--- src/rtl/mult_operand_feeder.sv ---
// Operand feeder for the MAC pipe: issues x[col] reads for incoming nonzeros and
// pairs in-order read responses with queued {row, value} entries in FloPoCo format.
module mult_operand_feeder #(
  parameter int unsigned ROW_WIDTH  = 10,
  parameter int unsigned COL_WIDTH  = 32,
  parameter int unsigned ADDR_WIDTH = 48,
  parameter int unsigned FIFO_LOG2  = 5
) (
  input  logic                  clk,
  input  logic                  rst,
  input  logic                  in_valid,
  output logic                  in_ready,
  input  logic [ROW_WIDTH-1:0]  in_row,
  input  logic [COL_WIDTH-1:0]  in_col,
  input  logic [63:0]           in_val,
  input  logic [ADDR_WIDTH-1:0] vec_base,
  output logic                  mem_req,
  output logic [ADDR_WIDTH-1:0] mem_addr,
  input  logic                  mem_stall,
  input  logic                  mem_rsp_push,
  input  logic [63:0]           mem_rsp_data,
  output logic                  push_out,
  output logic [ROW_WIDTH-1:0]  row_out,
  output logic [65:0]           v0_out,
  output logic [65:0]           v1_out,
  output logic                  idle,
  output logic                  err_underflow
);

  localparam int unsigned DEPTH   = 1 << FIFO_LOG2;
  localparam int unsigned PTR_W   = FIFO_LOG2 + 1;
  localparam int unsigned FP_W    = 66;
  localparam int unsigned ENTRY_W = ROW_WIDTH + FP_W;

  // IEEE double to FloPoCo: prepend the 2-bit exception field, keep raw bits.
  function automatic logic [FP_W-1:0] to_flopoco(input logic [63:0] d);
    logic [10:0] e;
    logic [51:0] f;
    logic [1:0]  exn;
    e = d[62:52];
    f = d[51:0];
    if (e == 11'h000) begin
      exn = 2'b00;
    end else if (e == 11'h7FF) begin
      exn = (f == 52'd0) ? 2'b10 : 2'b11;
    end else begin
      exn = 2'b01;
    end
    return {exn, d};
  endfunction

  logic [ENTRY_W-1:0]    fifo_q [DEPTH];
  logic [PTR_W-1:0]      wr_ptr_q, wr_ptr_d;
  logic [PTR_W-1:0]      rd_ptr_q, rd_ptr_d;
  logic                  mem_req_q, mem_req_d;
  logic [ADDR_WIDTH-1:0] mem_addr_q, mem_addr_d;
  logic                  push_q, push_d;
  logic [ROW_WIDTH-1:0]  row_q, row_d;
  logic [FP_W-1:0]       v0_q, v0_d;
  logic [FP_W-1:0]       v1_q, v1_d;
  logic                  err_q, err_d;
  logic                  idle_q, idle_d;

  logic [PTR_W-1:0]      outstanding_c;
  logic [PTR_W-1:0]      outstanding_nxt_c;
  logic                  accept_c;
  logic                  pop_c;
  logic [ENTRY_W-1:0]    head_c;

  // Outstanding count is the pointer distance; full at DEPTH thanks to the extra wrap bit.
  assign outstanding_c = wr_ptr_q - rd_ptr_q;
  assign in_ready      = !rst && !mem_stall && (outstanding_c < PTR_W'(DEPTH));
  assign accept_c      = in_valid && in_ready;
  assign pop_c         = mem_rsp_push && (outstanding_c != '0);
  assign head_c        = fifo_q[rd_ptr_q[FIFO_LOG2-1:0]];

  always_comb begin
    wr_ptr_d   = wr_ptr_q;
    rd_ptr_d   = rd_ptr_q;
    mem_req_d  = accept_c;
    mem_addr_d = mem_addr_q;
    push_d     = pop_c;
    row_d      = row_q;
    v0_d       = v0_q;
    v1_d       = v1_q;
    err_d      = err_q;
    if (accept_c) begin
      wr_ptr_d   = wr_ptr_q + PTR_W'(1);
      mem_addr_d = vec_base + (ADDR_WIDTH'(in_col) << 3);
    end
    if (pop_c) begin
      rd_ptr_d = rd_ptr_q + PTR_W'(1);
      row_d    = head_c[ENTRY_W-1:FP_W];
      v0_d     = head_c[FP_W-1:0];
      v1_d     = to_flopoco(mem_rsp_data);
    end
    if (mem_rsp_push && (outstanding_c == '0)) begin
      err_d = 1'b1;
    end
    outstanding_nxt_c = wr_ptr_d - rd_ptr_d;
    idle_d            = (outstanding_nxt_c == '0) && !mem_req_d;
  end

  always_ff @(posedge clk) begin
    if (rst) begin
      wr_ptr_q   <= '0;
      rd_ptr_q   <= '0;
      mem_req_q  <= 1'b0;
      mem_addr_q <= '0;
      push_q     <= 1'b0;
      row_q      <= '0;
      v0_q       <= '0;
      v1_q       <= '0;
      err_q      <= 1'b0;
      idle_q     <= 1'b1;
    end else begin
      wr_ptr_q   <= wr_ptr_d;
      rd_ptr_q   <= rd_ptr_d;
      mem_req_q  <= mem_req_d;
      mem_addr_q <= mem_addr_d;
      push_q     <= push_d;
      row_q      <= row_d;
      v0_q       <= v0_d;
      v1_q       <= v1_d;
      err_q      <= err_d;
      idle_q     <= idle_d;
    end
  end

  // Pending-entry storage; contents need no reset since pointers gate every read.
  always_ff @(posedge clk) begin
    if (accept_c) begin
      fifo_q[wr_ptr_q[FIFO_LOG2-1:0]] <= {in_row, to_flopoco(in_val)};
    end
  end

  assign mem_req       = mem_req_q;
  assign mem_addr      = mem_addr_q;
  assign push_out      = push_q;
  assign row_out       = row_q;
  assign v0_out        = v0_q;
  assign v1_out        = v1_q;
  assign idle          = idle_q;
  assign err_underflow = err_q;

endmodule

--- config.mk ---
export PLATFORM = sky130hd
export DESIGN_NAME = mult_operand_feeder
export DESIGN_NICKNAME = d
export VERILOG_FILES = /design/src/rtl/mult_operand_feeder.sv
export SDC_FILE = /design/constraint.sdc
export NUM_CORES = 2
export LEC_CHECK = 0
export BUFFER_PORTS_ARGS = -buffer_cell sky130_fd_sc_hd__buf_2
export CORE_ASPECT_RATIO = 2
export CORE_MARGIN = 8
export CORE_UTILIZATION = 55
export DETAILED_ROUTE_END_ITERATION = 8
export PLACE_DENSITY = 0.75
export SETUP_SLACK_MARGIN = 0.4
export SLEW_MARGIN = 5
export SYNTH_ARGS = -nofsm -noshare
export SYNTH_HDL_FRONTEND = slang
export SYNTH_SLANG_ARGS = --single-unit
--- constraint.sdc ---
create_clock -name clk -period 8.77 [get_ports clk]
set_input_delay 0.877 -clock clk [delete_from_list [all_inputs] [get_ports clk]]
set_output_delay 0.877 -clock clk [all_outputs]
set_load 0.01 [all_outputs]
======== Yosys cells after proc, flatten, opt, wreduce, memory -nomap -nowiden ========
Memory sizes are Yosys's and may differ from the RTL's. A register that Yosys moved wholly into a read port is not among the register bits.
Index checks and enable logic that the tools add are counted.
storage, ports and cells
  register bits after elaboration ......... 130
  word-level logic and storage cells ...... 44
  memory bits (writable) .................. 2,432
  memories kept ........................... 1
memory list
  name    depth  bits a word  read ports  clocked after memory_dff  wr ports  line  source
  fifo_q  32     76           1           1                         1         52    logic [ENTRY_W-1:0] fifo_q [DEPTH];
cells by class
  reductions and logical operators ........ 16
  eq/ne operators ......................... 2
  $add $sub $neg .......................... 5
  mux-type cells .......................... 11
  $lt $le $gt $ge ......................... 1
operators with widths
  kind                                          count
  logical NOT 52 bit                            2
  adder 48 x 35 -> 48 bit                       1
  == test 11 bit (second input constant)        2
  logical NOT 11 bit                            2
  adder 6 x 1 -> 6 bit (second input constant)  2
  logical NOT 6 bit                             2
  2-to-1 mux 6 bit                              2
  subtractor 6 bit                              2
  2-to-1 mux 2 bit                              5
  logical AND 1 bit                             6
  < comparator 6 bit (second input constant)    1
  nonzero test 6 bit                            1
  2-to-1 mux 1 bit                              4
  logical NOT 1 bit                             3

======== Logic depth before layout (Yosys ltp) ========
  word-level depth ........................ 8
  depth in mapped cells ................... 24
  mapped depth without buffers ............ 19

======== Worst setup path before layout ========
OpenSTA, ideal clock, no wires.
  kind .................................... reg2reg
  start point ............................. reg rd_ptr_q[1]
  end point ............................... mem fifo_q[25][0] in the netlist's numbering (enable)
  period minus slack after synthesis ...... 8.765 ns
  arrival ................................. 8.162 ns
  stages on the path, launching flop included .. 16
  required time ........................... 8.166 ns
  setup time .............................. 0.604 ns
  path slack .............................. 0.005 ns
  cells stage by stage .................... dfxtp_1 buf_2 clkbuf_1 clkbuf_1 inv_1 ha_1 nor2b_1 o21ai_2 a21oi_1 o21a_4 nor4_4 nor2_4 inv_4 buf_6 nand2_2 nor3_1
between the ends
  cells in the longest elaborated chain, start to end .. 6
ends and longest elaborated chain
  what                                    line  source
  start: declaration                      54    logic [PTR_W-1:0] rd_ptr_q, rd_ptr_d;
  start signal: assignment                118   rd_ptr_q <= rd_ptr_d;
  subtractor 6 bit                        71    assign outstanding_c = wr_ptr_q - rd_ptr_q;
  < comparator 6 bit                      72    assign in_ready = !rst && !mem_stall && (outstanding_c < PTR_W'(DEPTH));
  logical AND 1 bit                       72
  logical AND 1 bit                       73    assign accept_c = in_valid && in_ready;
  2-to-1 mux 1 bit                        132   if (accept_c) begin
  2-to-1 mux 1 bit (not written as such)  133   fifo_q[wr_ptr_q[FIFO_LOG2-1:0]] <= {in_row, to_flopoco(in_val)};
  end: declaration                        52
No other way between the ends.

======== Final worst setup path ========
  start point ............................. reg rd_ptr_q[1]
  end point ............................... mem fifo_q[15][50] in the netlist's numbering (enable)
The elaborated chain is that of the path after synthesis.

==> impl_metrics.csv <==
group,metric,value,unit
routing,drc,0,
sta,finalClockSkew,64.8,ps
die,pin_count,418,
routing,antenna_left,0,
logic_synthesis,synthCells,4826,
setup_path,worst_setup_path_start_kind,"flip-flop",
sta,final-max-slew-violation-count,0,
setup_path,worstSetupPathType,"reg2reg",
logic_synthesis,synth.mux.area_fraction,16.8,%
place,final_gp_congestion,0.952,
global_routing,antenna_found_initial,30,
clocking,post_cts.resized_instances,0,
setup_path,series_of_cell_instances_along_the_critical_path,"inv_1, ha_1, nor2b_1, o21ai_2, a21oi_1, o21a_4, nor4_4, o21ai_2, or2_1, inv_6, buf_4",
logic_synthesis,unique_masters_post_synth,75,
logic_synthesis,synth_compound_gate_area_share,2.49,%
global_routing,grt_pass1_wl,379,mm
power,cellPowerDensity,271,nW/µm²
setup_path,critPathMaxStageDelay,830,ps
logic_synthesis,async_flop_share,0,%
flow_run,max_cap_violations,0,
sta,max_freq,192,MHz
setup_path,worst-endpoint-arrival,5680,ps
routing,initialDrtViolationCount,6548,
setup_path,cpLargestDelayFamily,"buffers and inverters",
clocking,cts.root.buffer_cell,"clkbuf_16",
routing,wire_per_inst,33.1,µm
global_routing,grt_usage,26.0,%
setup_path,r2r_slack,3570,ps
outcome,status,"finished clean",
logic_synthesis,ys_seq_elements,2638,
logic_synthesis,synth_xor_xnor_area_share,0.291,%
routing,vias_per_cell,6.54,
min_path,worst_hold_path_type,"in2reg",
global_routing,grt_pass1_vias,53500,
clocking,cts_hold_repair.buffers,0,
clocking,cts.sinks,2638,
logic_synthesis,synth_warnings,0,
place,port-buffer-count,417,
place,dp_worst_setup_slack,3500,ps
sta,final_period_minus_worst_setup_slack,5200,ps
layout,synthToLayoutAreaGrowth,12.3,%
die,fp-row-count,224,
sta,hold_viol,0,
logic_synthesis,synth_top_family_by_area,"multiplexers",
layout,layout-drive-gt1-share,31.6,%
clocking,clk_pin_slew_worst_paths,70,ps
sta,max-slew-margin-rel,15.9,%
layout,finalNonFillerCells,7978,
logic_synthesis,synthesis.nets,5097,
die,die-width,321,µm
clocking,clock_tree.htree_level_count,4,
clocking,cts_setup_buffers,0,
global_routing,global_route.overflow_total,0,
layout,finalNetCount,5572,
setup_path,worst-endpoint-required,9240,ps
logic_synthesis,synth_simple_gate_area_share,3.06,%
logic_synthesis,synth.yosys.seq_area_share,75.5,%
die,fp.coreArea,186000,µm²
sta,finalCritPeriodShare,59.3,%
setup_path,timing.critical_path.to_type,"flip-flop",
die,initial_core_util,55.1,%
clocking,cts_max_path_buffers,4,
sta,finalSetupViolations,0,
sta,grt_setup_unrepaired,"no",
power,highest_ir_drop_seen_on_vdd,0.289,mV
logic_synthesis,synth_fa_ha_area_share,0.595,%
global_routing,grt_max_degree,158,
setup_path,worstPathMaxFanout,45,
logic_synthesis,synth_flop_cell,"edfxtp_1",
die,die_area,201000,µm²
logic_synthesis,synth_enable_flop_cells,2432,
setup_path,slowest_stage,"dfxtp_4",
sta,worst_slew_pin_slew,1260,ps
clocking,cts_tree,"yes",
clocking,cts_buffers,221,
routing,drt-total-wl,264,mm
power,power.leakage,36.3,nW
logic_synthesis,synth_area,102000,µm²
place,numPlacedInstances,7564,
logic_synthesis,synth.avg_cell_area,21.2,µm²
setup_path,cp_common_cell,"o21ai_2",
setup_path,cp_num_buf_inv,3,
layout,num-fill-cells,12500,
clocking,worstSkewPairLatency,870,ps
place,hpwlAfterDp,145,mm
routing,drt-pass1-iter-count,5,
routing,via_count,52200,
sta,worst_slack,3570,ps
die,die_height,626,µm
sta,tns,0,ps
==> area by class of cell <==
class | count | area [µm²] | area share, %
antenna | 14 | 35.0 | 0.0305
clock buffer | 256 | 5740 | 5.00
clock inverter | 144 | 1590 | 1.38
inverter | 23 | 104 | 0.0904
multi-input combinational | 1901 | 24000 | 20.9
sequential | 2638 | 77200 | 67.2
tap | 2486 | 3110 | 2.71
timing repair buffer | 516 | 3050 | 2.66
==> layout by cell type (no fill, tap or decap), types with 8 or more instances in the layout <==
cell	count
a21o_1	10
a21oi_1	134
a311oi_1	37
a311oi_2	45
and2_1	8
buf_12	17
buf_2	416
buf_4	82
bufinv_16	29
clkbuf_1	27
clkbuf_16	222
clkinv_1	31
clkinv_2	43
clkinv_4	11
clkinvlp_4	17
dfxtp_1	202
diode_2	14
edfxtp_1	2432
ha_1	47
inv_1	19
inv_6	8
mux4_2	760
nand2_1	374
nand2b_1	11
nand3_1	29
nand3b_1	9
nand4_1	20
nor2_1	129
nor2_4	28
nor2b_1	8
nor3_1	12
nor4_1	36
o21a_1	9
o21ai_0	43
or3_1	11
xnor2_1	23
xor2_1	11
==> per-stage QoR <==
stage          utilization [%]  instance area [µm²]  power [W]  hold WS, ps
2_1_floorplan                -               102000     0.0195          476
3_3_place_gp              57.9               107000     0.0212          438
5_1_grt                   61.9               115000     0.0321          243
6_report                  61.9               115000     0.0311          260
4_1_cts                   61.9               115000     0.0313          208
3_5_place_dp              57.9               107000     0.0213          443
==> power breakdown <==
part	internal [W]	switching, W	leakage [nW]	total (W)
Clock	0.00557	0.00446	3.56	0.0100
Sequential	0.0140	0.000323	23.6	0.0144
Combinational	0.00321	0.00349	9.07	0.00670
Total	0.0228	0.00827	36.3	0.0311
==> cells in the mapped netlist (10+ instances only) <==
library cell  count  area share, %
a21o_1           10          0.073
a21oi_1         135           0.66
a311oi_1         37           0.32
a311oi_2         45           0.66
buf_1            15          0.055
buf_2            98           0.48
buf_6            11           0.12
clkbuf_1        134           0.49
dfxtp_1         206            4.0
edfxtp_1       2432             71
ha_1             47           0.58
inv_1            20          0.073
mux4_2          760             17
nand2_1         374            1.4
nand2b_1         11          0.067
nand3_1          29           0.14
nand4_1          20           0.12
nor2_1          156           0.57
nor3_1           18          0.088
nor4_1           37           0.23
o21ai_0          43           0.21
or3_1            12          0.073
xnor2_1          23           0.20
xor2_1           11          0.094
==> final timing paths <==
path / start / endpoint / depth (start not counted)
worst max-delay path: rd_ptr_q[1]$_SDFF_PP0_ / fifo_q[15][50]$_DFFE_PP_ / 11
worst min-delay path: mem_rsp_data[63] / v1_out[63]$_SDFFE_PP0N_ / 3
worst max register to register: rd_ptr_q[1]$_SDFF_PP0_ / fifo_q[15][50]$_DFFE_PP_ / 11
worst min register to register: mem_addr[5]$_SDFFE_PP0P_ / mem_addr[5]$_SDFFE_PP0P_ / 2
==> worst register-to-register path: cells and delay by family, from the launching register on <==
| family | cells | cell delay [ps] |
|---|---|---|
| DFF | 1 | 830 |
| AOI/OAI and AO/OA | 4 | 980 |
| and+or+nand+nor | 3 | 1190 |
| buffers and inverters | 3 | 1490 |
| adders and majority gates | 1 | 320 |
==> sequential cells by signal, indices dropped and copies added (netlist names), 6 cells and up <==
name and flops:
fifo_q 2432, mem_addr 48, rd_ptr_q 6, row_out 10
v0_out 66, v1_out 66, wr_ptr_q 6
==> layer usage <==
metal / share of wire, % / routed length (µm) / up-vias / global-route usage [%]
met5: 0.044 / 117 / - / 0
met4: 4.5 / 11700 / 18 / 10.4
met3: 9.5 / 25000 / 583 / 4.47
met2: 51 / 133000 / 3116 / 44.3
met1: 35 / 93600 / 27500 / 33.5
li1: - / - / 21000 / -
==> logic make-up after synthesis <==
group                      Yosys count
DFF                               2638
muxes                              766
and+or+nand+nor                    711
AOI/OAI and AO/OA                  342
buffers and inverters              287
adders and majority gates           48
xor gates and xnor gates            34
(Power assumes the default switching activity.)
